## src/rtl/alu_pkg.sv

```systemverilog
// rtl/alu_pkg.sv - shared ALU types: op encodings, operand select, control word, latency limits
package alu_pkg;

    // Legal pipeline depth range for pipelined_alu.
    localparam int LATENCY_MIN = 1;
    localparam int LATENCY_MAX = 8;

    // 5-bit encoding leaves room for unknown opcodes, which evaluate to a zero result.
    typedef enum logic [4:0] {
        add_op                = 5'd0,
        sub_op                = 5'd1,
        xor_op                = 5'd2,
        or_op                 = 5'd3,
        and_op                = 5'd4,
        sll_op                = 5'd5,
        srl_op                = 5'd6,
        sra_op                = 5'd7,
        slt_op                = 5'd8,
        sltu_op               = 5'd9,
        eq_op                 = 5'd10,
        not_eq_op             = 5'd11,
        less_than_op          = 5'd12,
        greater_equal_than_op = 5'd13,
        ltu_op                = 5'd14,
        geu_op                = 5'd15
    } alu_op_t;

    typedef enum logic {
        src_reg2 = 1'b0,
        src_imm  = 1'b1
    } alu_src_t;

    typedef struct packed {
        alu_op_t  alu_op;
        alu_src_t alu_src;
        logic     is_branch_op;
    } control_t;

endpackage

```

## src/rtl/pipelined_alu_exec.sv

```systemverilog
// rtl/pipelined_alu_exec.sv - combinational ALU/branch evaluation feeding the first pipeline stage
//
// Ports:
//   src1_val, src2_val, immediate : operands (immediate already sign-extended to DATA_WIDTH)
//   control                       : alu_op, alu_src, is_branch_op
//   pc_in                         : instruction PC
//   result                        : ALU result (0 for branches and unknown ops)
//   is_br, taken, target          : branch flag, outcome and next PC
module alu_exec_comb
    import alu_pkg::*;
#(
    parameter int DATA_WIDTH = 32,
    parameter int ADDR_W     = 32
) (
    input  logic [DATA_WIDTH-1:0] src1_val,
    input  logic [DATA_WIDTH-1:0] src2_val,
    input  logic [DATA_WIDTH-1:0] immediate,
    input  control_t              control,
    input  logic [ADDR_W-1:0]     pc_in,
    output logic [DATA_WIDTH-1:0] result,
    output logic                  is_br,
    output logic                  taken,
    output logic [ADDR_W-1:0]     target
);

    localparam int SHW = $clog2(DATA_WIDTH);

    logic [DATA_WIDTH-1:0] op2;
    logic [SHW-1:0]        shamt;
    logic [ADDR_W-1:0]     imm_ext;

    assign op2   = (control.alu_src == src_reg2) ? src2_val : immediate;
    assign shamt = op2[SHW-1:0];
    // Signed cast so the offset keeps its sign if ADDR_W is wider than DATA_WIDTH.
    assign imm_ext = ADDR_W'($signed(immediate));

    always_comb begin
        result = '0;
        is_br  = 1'b0;
        taken  = 1'b0;
        target = '0;
        if (control.is_branch_op) begin
            // Branch compares always use the register operand, never the immediate.
            is_br = 1'b1;
            case (control.alu_op)
                eq_op:                 taken = (src1_val == src2_val);
                not_eq_op:             taken = (src1_val != src2_val);
                less_than_op:          taken = ($signed(src1_val) <  $signed(src2_val));
                greater_equal_than_op: taken = ($signed(src1_val) >= $signed(src2_val));
                ltu_op:                taken = (src1_val <  src2_val);
                geu_op:                taken = (src1_val >= src2_val);
                default:               is_br = 1'b0;
            endcase
            if (is_br) begin
                target = taken ? (pc_in + (imm_ext << 1)) : (pc_in + ADDR_W'(4));
            end
        end else begin
            case (control.alu_op)
                add_op:  result = src1_val + op2;
                sub_op:  result = src1_val - op2;
                xor_op:  result = src1_val ^ op2;
                or_op:   result = src1_val | op2;
                and_op:  result = src1_val & op2;
                sll_op:  result = src1_val << shamt;
                srl_op:  result = src1_val >> shamt;
                sra_op:  result = $signed(src1_val) >>> shamt;
                slt_op:  result = {{(DATA_WIDTH-1){1'b0}}, ($signed(src1_val) < $signed(op2))};
                sltu_op: result = {{(DATA_WIDTH-1){1'b0}}, (src1_val < op2)};
                default: result = '0;
            endcase
        end
    end

endmodule

```

## src/rtl/pipelined_alu.sv

```systemverilog
// rtl/pipelined_alu.sv - LATENCY-deep ALU pipeline with CDB backpressure, branch resolution and flush
//
// Ports:
//   clk, reset (sync, active-low)
//   in_valid/in_ready                       : issue handshake from the reservation station
//   src1_val, src2_val, immediate, control  : operands and decoded control
//   dst_reg_addr, pc_in, tag_in             : destination, PC and ROB tag of the issued op
//   flush                                   : kill everything in flight (including this cycle's issue)
//   out_valid/out_ready, result_val, result_addr, tag_out : result to CDB/ROB
//   br_valid, br_taken, br_target           : one-cycle branch resolution pulse
module pipelined_alu
    import alu_pkg::*;
#(
    parameter int DATA_WIDTH = 32,
    parameter int PREG_W     = 6,
    parameter int TAG_W      = 5,
    parameter int ADDR_W     = 32,
    parameter int LATENCY    = 2
) (
    input  logic                  clk,
    input  logic                  reset,
    input  logic                  in_valid,
    output logic                  in_ready,
    input  logic [DATA_WIDTH-1:0] src1_val,
    input  logic [DATA_WIDTH-1:0] src2_val,
    input  logic [DATA_WIDTH-1:0] immediate,
    input  control_t              control,
    input  logic [PREG_W-1:0]     dst_reg_addr,
    input  logic [ADDR_W-1:0]     pc_in,
    input  logic [TAG_W-1:0]      tag_in,
    input  logic                  flush,
    output logic                  out_valid,
    input  logic                  out_ready,
    output logic [DATA_WIDTH-1:0] result_val,
    output logic [PREG_W-1:0]     result_addr,
    output logic [TAG_W-1:0]      tag_out,
    output logic                  br_valid,
    output logic                  br_taken,
    output logic [ADDR_W-1:0]     br_target
);

    if (LATENCY < LATENCY_MIN || LATENCY > LATENCY_MAX) begin : g_latency_range_check
        $error("pipelined_alu: LATENCY out of range");
    end

    localparam int LAST = LATENCY - 1;

    logic [DATA_WIDTH-1:0] ex_result;
    logic                  ex_is_br;
    logic                  ex_taken;
    logic [ADDR_W-1:0]     ex_target;

    // Stage 0 here is S1, stage LAST is the output stage.
    logic [LATENCY-1:0]                 st_valid;
    logic [LATENCY-1:0]                 st_is_br;
    logic [LATENCY-1:0]                 st_taken;
    logic [LATENCY-1:0][DATA_WIDTH-1:0] st_result;
    logic [LATENCY-1:0][PREG_W-1:0]     st_addr;
    logic [LATENCY-1:0][TAG_W-1:0]      st_tag;
    logic [LATENCY-1:0][ADDR_W-1:0]     st_target;

    logic stall;
    logic accept;

    alu_exec_comb #(
        .DATA_WIDTH (DATA_WIDTH),
        .ADDR_W     (ADDR_W)
    ) u_exec (
        .src1_val  (src1_val),
        .src2_val  (src2_val),
        .immediate (immediate),
        .control   (control),
        .pc_in     (pc_in),
        .result    (ex_result),
        .is_br     (ex_is_br),
        .taken     (ex_taken),
        .target    (ex_target)
    );

    // Only a non-branch result waiting on the CDB can stall; branch pulses never wait.
    assign stall    = st_valid[LAST] && !st_is_br[LAST] && !out_ready;
    assign in_ready = reset && !stall;
    assign accept   = in_valid && in_ready;

    assign out_valid   = reset && st_valid[LAST] && !st_is_br[LAST];
    assign br_valid    = reset && st_valid[LAST] &&  st_is_br[LAST];
    assign result_val  = st_result[LAST];
    assign result_addr = st_addr[LAST];
    assign tag_out     = st_tag[LAST];
    assign br_taken    = st_taken[LAST];
    assign br_target   = st_target[LAST];

    always_ff @(posedge clk) begin
        if (!reset) begin
            st_valid  <= '0;
            st_is_br  <= '0;
            st_taken  <= '0;
            st_result <= '0;
            st_addr   <= '0;
            st_tag    <= '0;
            st_target <= '0;
        end else if (flush) begin
            st_valid <= '0;
        end else if (!stall) begin
            // Bubbles carry a zero payload so idle outputs stay quiet.
            st_valid[0]  <= accept;
            st_is_br[0]  <= accept ? ex_is_br     : 1'b0;
            st_taken[0]  <= accept ? ex_taken     : 1'b0;
            st_result[0] <= accept ? ex_result    : '0;
            st_addr[0]   <= accept ? dst_reg_addr : '0;
            st_tag[0]    <= accept ? tag_in       : '0;
            st_target[0] <= accept ? ex_target    : '0;
            for (int i = 1; i < LATENCY; i++) begin
                st_valid[i]  <= st_valid[i-1];
                st_is_br[i]  <= st_is_br[i-1];
                st_taken[i]  <= st_taken[i-1];
                st_result[i] <= st_result[i-1];
                st_addr[i]   <= st_addr[i-1];
                st_tag[i]    <= st_tag[i-1];
                st_target[i] <= st_target[i-1];
            end
        end
    end

endmodule

```

## config.mk

```make
export PLATFORM = sky130hd
export DESIGN_NAME = pipelined_alu
export DESIGN_NICKNAME = d
export VERILOG_FILES = /design/src/rtl/alu_pkg.sv /design/src/rtl/pipelined_alu_exec.sv /design/src/rtl/pipelined_alu.sv
export SDC_FILE = /design/constraint.sdc
export NUM_CORES = 1
export LEC_CHECK = 0
export ABC_AREA = 1
export CORE_AREA = 3 3 225 227
export CTS_BUF_LIST = sky130_fd_sc_hd__clkbuf_2 sky130_fd_sc_hd__clkbuf_4 sky130_fd_sc_hd__clkbuf_8
export DETAILED_ROUTE_END_ITERATION = 10
export DIE_AREA = 0 0 228 230
export DONT_BUFFER_PORTS = 1
export GPL_TIMING_DRIVEN = 0
export RECOVER_POWER = 50
export SETUP_SLACK_MARGIN = 0.3
export SLEW_MARGIN = 15
export SYNTH_ARGS = -nofsm -noshare
export SYNTH_HDL_FRONTEND = slang
export SYNTH_SLANG_ARGS = --single-unit
export TNS_END_PERCENT = 100
```

## constraint.sdc

```tcl
create_clock -name clk -period 9.5 [get_ports clk]
set_input_delay 1.425 -clock clk [delete_from_list [all_inputs] [get_ports clk]]
set_output_delay 1.425 -clock clk [all_outputs]
set_load 0.05 [all_outputs]
```

==> After elaboration in Yosys (flattened, before gate mapping) <==
Index checks and enable logic that the tools add are counted.
{ "totals": {"reg_bits": 156, "latch_bits": 0, "ramBits": 0, "rom_bits": 0, "inputBits": 151, "out_inout_bits": 79, "elab_cells": 79, "n_memories": 0} }
{ "classes": {"addsub": 4, "multipliers": 0, "n_div": 0, "magnitude_cmp": 6, "eq_ne": 17, "shift": 3, "n_mux": 18, "bitwise": 6, "n_reduce_logical": 14} }
{ "op_table": {"columns": ["operator", "n"], "rows": [
  ["$pmux W32 S10", 1],
  ["$mux W32", 7],
  ["$lt A32 B32 Y1", 4],
  ["$add A32 B32 Y32", 2],
  ["$ge A32 B32 Y1", 2],
  ["$eq A5 B4 Y1 const B", 8],
  ["$add A32 B3 Y32 const B", 1],
  ["$and A32 B32 Y32", 1],
  ["$eq A32 B32 Y1", 1],
  ["$ne A32 B32 Y1", 1],
  ["$or A32 B32 Y32", 1],
  ["$shl A32 B5 Y32", 1],
  ["$shr A32 B5 Y32", 1],
  ["$sshr A32 B5 Y32", 1],
  ["$sub A32 B32 Y32", 1],
  ["$xor A32 B32 Y32", 1],
  ["$eq A5 B3 Y1 const B", 4],
  ["$eq A5 B2 Y1 const B", 2],
  ["$logic_and A1 B1 Y1", 7],
  ["$mux W1", 7],
  ["$mux W6", 1],
  ["$pmux W1 S6", 1],
  ["$reduce_or A6 Y1", 1],
  ["$eq A5 B1 Y1 const B", 1],
  ["other kinds (6)", 10]
]} }

==> Depth between registers and ports, before layout <==
{ "depth": {"ltp_word": 7, "ltp_mapped": 24, "mapped_depth_nobuf": 22} }

==> By module <==
A second synthesis with hierarchy kept.
{ "unflattened": {"hier_cells": 3663, "hier_area_um2": 20583.5} }
{ "modules_own_cells": {"columns": ["mod", "n_inst", "cells_per_inst", "area_each_um2", "seq_area_each_um2"], "rows": [
  ["alu_exec_comb", 1, 2722, 13741.9, 0.0],
  ["pipelined_alu", 1, 941, 6841.6, 3123.0]
]} }

==> Least setup slack after synthesis <==
OpenSTA, ideal clock, no wires.
{ "synth_timing": {"kind": "input to output", "from": "input port reset", "to": "output port br_valid", "arrival_ns": 2.988, "required_ns": 8.075, "slack_ns": 5.087, "path_stages": 4, "n_path_buf": 2, "path_cell_list": "clkbuf_1 -> inv_2 -> clkbuf_1 -> nor3_1"} }
{ "synth_via": {"elab_chain_cells": 2} }
{ "synth_lines": {"columns": ["element", "line_no", "rtl"], "rows": [
  ["start, declared", "pipelined_alu.sv:21", "input logic reset,"],
  ["$logic_and A1 B1 Y1 (2 in series)", "pipelined_alu.sv:86", "assign br_valid = reset && st_valid[LAST] && st_is_br[LAST];"],
  ["end, declared", "pipelined_alu.sv:37", "output logic br_valid,"]
]} }
No other way between the ends.

==> Worst setup path after layout <==
{ "layout_timing": {"from": "input port control[1] (netlist bit)", "to": "register st_result[27] (netlist bit)"} }
{ "layout_via": {"elab_chain_cells": 5, "word_cells_on_any_way": 12, "cone_classes": "add/sub: 2; shift: 3; mux: 4; bitwise: 3"} }
{ "layout_lines": {"columns": ["element", "line_no", "rtl"], "rows": [
  ["start, declared", "pipelined_alu.sv:27", "input control_t control,"],
  ["$mux W32 (*)", "pipelined_alu_exec.sv:32", "assign op2 = (control.alu_src == src_reg2) ? src2_val : immediate;"],
  ["$sub A32 B32 Y32 (tied with other cells)", "pipelined_alu_exec.sv:60", "sub_op: result = src1_val - op2;"],
  ["$pmux W32 S10 (*)", "pipelined_alu_exec.sv:58", "case (control.alu_op)"],
  ["$mux W32 (*)", "pipelined_alu_exec.sv:42", "if (control.is_branch_op) begin"],
  ["$mux W32 (*)", "pipelined_alu.sv:109", "st_result[0] <= accept ? ex_result : '0;"],
  ["end signal, assigned by index", "pipelined_alu.sv:117", "st_result[i] <= st_result[i-1];"],
  ["end, declared", "pipelined_alu.sv:57", "logic [LATENCY-1:0][DATA_WIDTH-1:0] st_result;"]
]} }
Every way passes the cells marked *; elsewhere a longest branch is shown, timed or not.
A chain may end at the register's enable or synchronous reset.

==> metrics <==
outcome=finished clean; Final Skew=between 0.008 and 0.009 ns; Worst slew margin=roughly a fifth; Power Dens Cells=approximately 110 nW/um^2; layout cells sized above 1=roughly 5.6%; critical path launch point type=primary input; Core Region=48,850 um^2; WL/cell=24.96 um; drc violations=0; Final TNS setup=0 ns; nets=3,702; die area=approximately 52,000 um^2; Warnings, synthesis=0; Worst Path Required=9.88 ns; Syn Std Cell Area=19,440 um^2; die width=228 um; Avg Vias per Cell=5.722; leading area contributor after synthesis=nand2_1; fmax=182.8 MHz; Die Height=230 um; Fillers=5,843; Peak VDD IR=between 0.00008 and 0.00009 V; All-Layer GR Usage=37.02%; initial antenna violation count=3; H-tree depth=4; routed wire length=101.5 mm; EDFF count, synth=0; largest net degree at the start of global routing=17; Setup Crit Path Kind=primary input to flop; post_cts resized=0; FP Rows=81; PortBufs=0; vias in the first global route=21,480; CTS tree=done; remaining antenna violation count after routing=0; post-synthesis sequential area ratio=roughly 16%; post-DP HPWL=86.78 mm; number of max-cap violations=0; HP Class=flop to flop; critical path fanouts, max=11; CP Data Arrival Time=5.85 ns; Post-synth ARST share=0%; Synth Instances=3,369; clk_lat worst skew=around 0.46 ns; unrepaired setup endpoints after global routing=no; Avg Inst Size Synth=5.770 um^2; final-report hold violation count=0; # setup viols final=0; 1st-pass router iterations=8; Yosys cell types=54; # IOs=230; Synthesized Nets=roughly 3,700; first-pass GRT wire length=approximately 140 mm; Leakage=9.360 nW; Hold-fix buffers, CTS=0; # Post-CTS Setup Buffers=0; Power Total=2.270 mW; clock sinks=156; GRT Residual Overflow=0; Clock transition at path regs=0.08 ns; Final Cycle Share=57.59%; Initial Utilization=39.79%; leading register cell type out of synthesis=dfxtp_1; Starting DRT DRC Count=roughly 2,800; min cycle time layout=5.471 ns; P&R area growth vs syn=4.950%; Synth top area share=16.30%; Synth Register Bits=around 160; vias=~23,000; type of destination of the critical path=flop; Area contributors post-synth=nand2_1, dfxtp_1, ha_1; Max clock buf depth=2; Pins Over Slew Limit=0; Worst-Margin Slew=1.203 ns; cts bufs inserted=17; global placement routability congestion=1.070; clock root buffer=clkbuf_8
==> critical path, cell delays in order <==
cell     delay, ns
buf_4         0.15
buf_2         0.23
nand2_1       0.10
o21ai_2       0.26
inv_1         0.17
buf_2         0.26
buf_2         0.28
ha_1          0.32
buf_2         0.20
inv_1         0.10
a21oi_1       0.30
nor2_1        0.07
o21ai_0       0.22
nand3_1       0.22
nand3_1       0.13
nand3_1       0.13
nand2_1       0.09
nand2_1       0.05
o21ai_0       0.68
o21ai_0       0.25
a21oi_1       0.18
==> final timing paths <==
kind                startpoint       endpoint  slack, ns  cells past startpoint
hold reg to reg   st_result[2]   st_result[2]       0.46                      2
setup / recovery    control[1]  st_result[27]       4.03                     21
hold / removal    st_result[2]   st_result[2]       0.46                      2
setup reg to reg   st_valid[1]  st_result[27]       6.52                     10
==> cells in the mapped netlist (7+ instances only) <==
library cell,number
buf_4,86
o211ai_1,22
o21ai_1,64
nand3_1,297
o221ai_1,7
nand2_2,10
nor3_1,46
xnor2_1,23
dfxtp_1,156
xor2_1,31
nand4_1,40
o21a_1,10
a21o_1,12
ha_1,160
o22ai_1,17
nor4_1,11
clkbuf_1,69
nand3b_1,11
a21boi_0,7
inv_1,310
inv_2,17
a221oi_1,7
a21oi_1,252
a22oi_1,11
buf_2,56
o21ai_0,290
nand2_1,844
o21bai_1,11
buf_1,12
or2_2,31
buf_6,7
nor2_1,389
==> stage by stage <==
step	instances	cell area, um^2	utilization [%]	hold WS [ns]	worst slack, ns
2_1_floorplan	3369	19440	-	0.4271	5.087
5_1_grt	4066	20400	41.76	0.4798	3.942
4_1_cts	4065	20680	42.33	0.4659	4.255
3_5_place_dp	4033	20280	41.51	0.4471	3.788
3_3_place_gp	4033	20270	41.49	0.4500	3.783
6_report	4066	20400	41.76	0.4642	4.029
==> layout make-up <==
cell class	count	area (um^2)	area share, %
antenna	1	2.502	0.01227
clock inverter	14	152.6	0.7482
inverter	328	1231	6.035
multi-input combinational	2655	13790	67.57
buffer	230	1027	5.035
clock buffer	18	247.7	1.214
sequential	156	3123	15.31
tap	664	830.8	4.072
==> sequential cells by signal, indices dropped and copies added (netlist names) <==
signal / flops
br_target: 32
result_val: 32
st_result: 32
st_target: 32
result_addr: 6
st_addr: 6
st_tag: 5
tag_out: 5
st_is_br: 2
st_taken: 2
st_valid: 2
==> layout by cell type (no fill, tap or decap), types with 18 or more instances in the layout <==
cell type / count
dfxtp_1: 156
a21oi_1: 252
o211ai_1: 22
nand2_1: 844
o21ai_0: 290
xor2_1: 31
or2_2: 31
buf_2: 56
o21ai_1: 64
nand4_1: 40
inv_1: 310
clkbuf_1: 145
ha_1: 160
clkbuf_8: 18
nor3_1: 44
xnor2_1: 23
nand3_1: 297
nor2_1: 389
==> layer usage <==
metal	track usage, %	share of wire [%]	vias up
met5	0	0.017	-
met4	17.84	5.7	2
met3	6.789	8.9	209
met2	58.41	43	1182
met1	48.73	42	10780
li1	-	-	11090
==> power breakdown <==
part           switching [mW]  internal [mW]  total (mW)
clock network           0.274          0.224       0.498
registers              0.0106          0.672       0.683
logic                   0.800          0.288        1.09
==> logic make-up after synthesis <==
group	count (synthesis)	share of synthesized area (%)
AO/OA/AOI/OAI	732	20.50
multiplexers	5	0.2575
AND/OR/NAND/NOR	1701	37.07
flip-flops	156	16.07
XOR/XNOR	54	2.433
buffers and inverters	558	13.07
adder cells (fa/ha/maj)	163	10.61
Note: power is estimated with default switching activity, not from simulation.
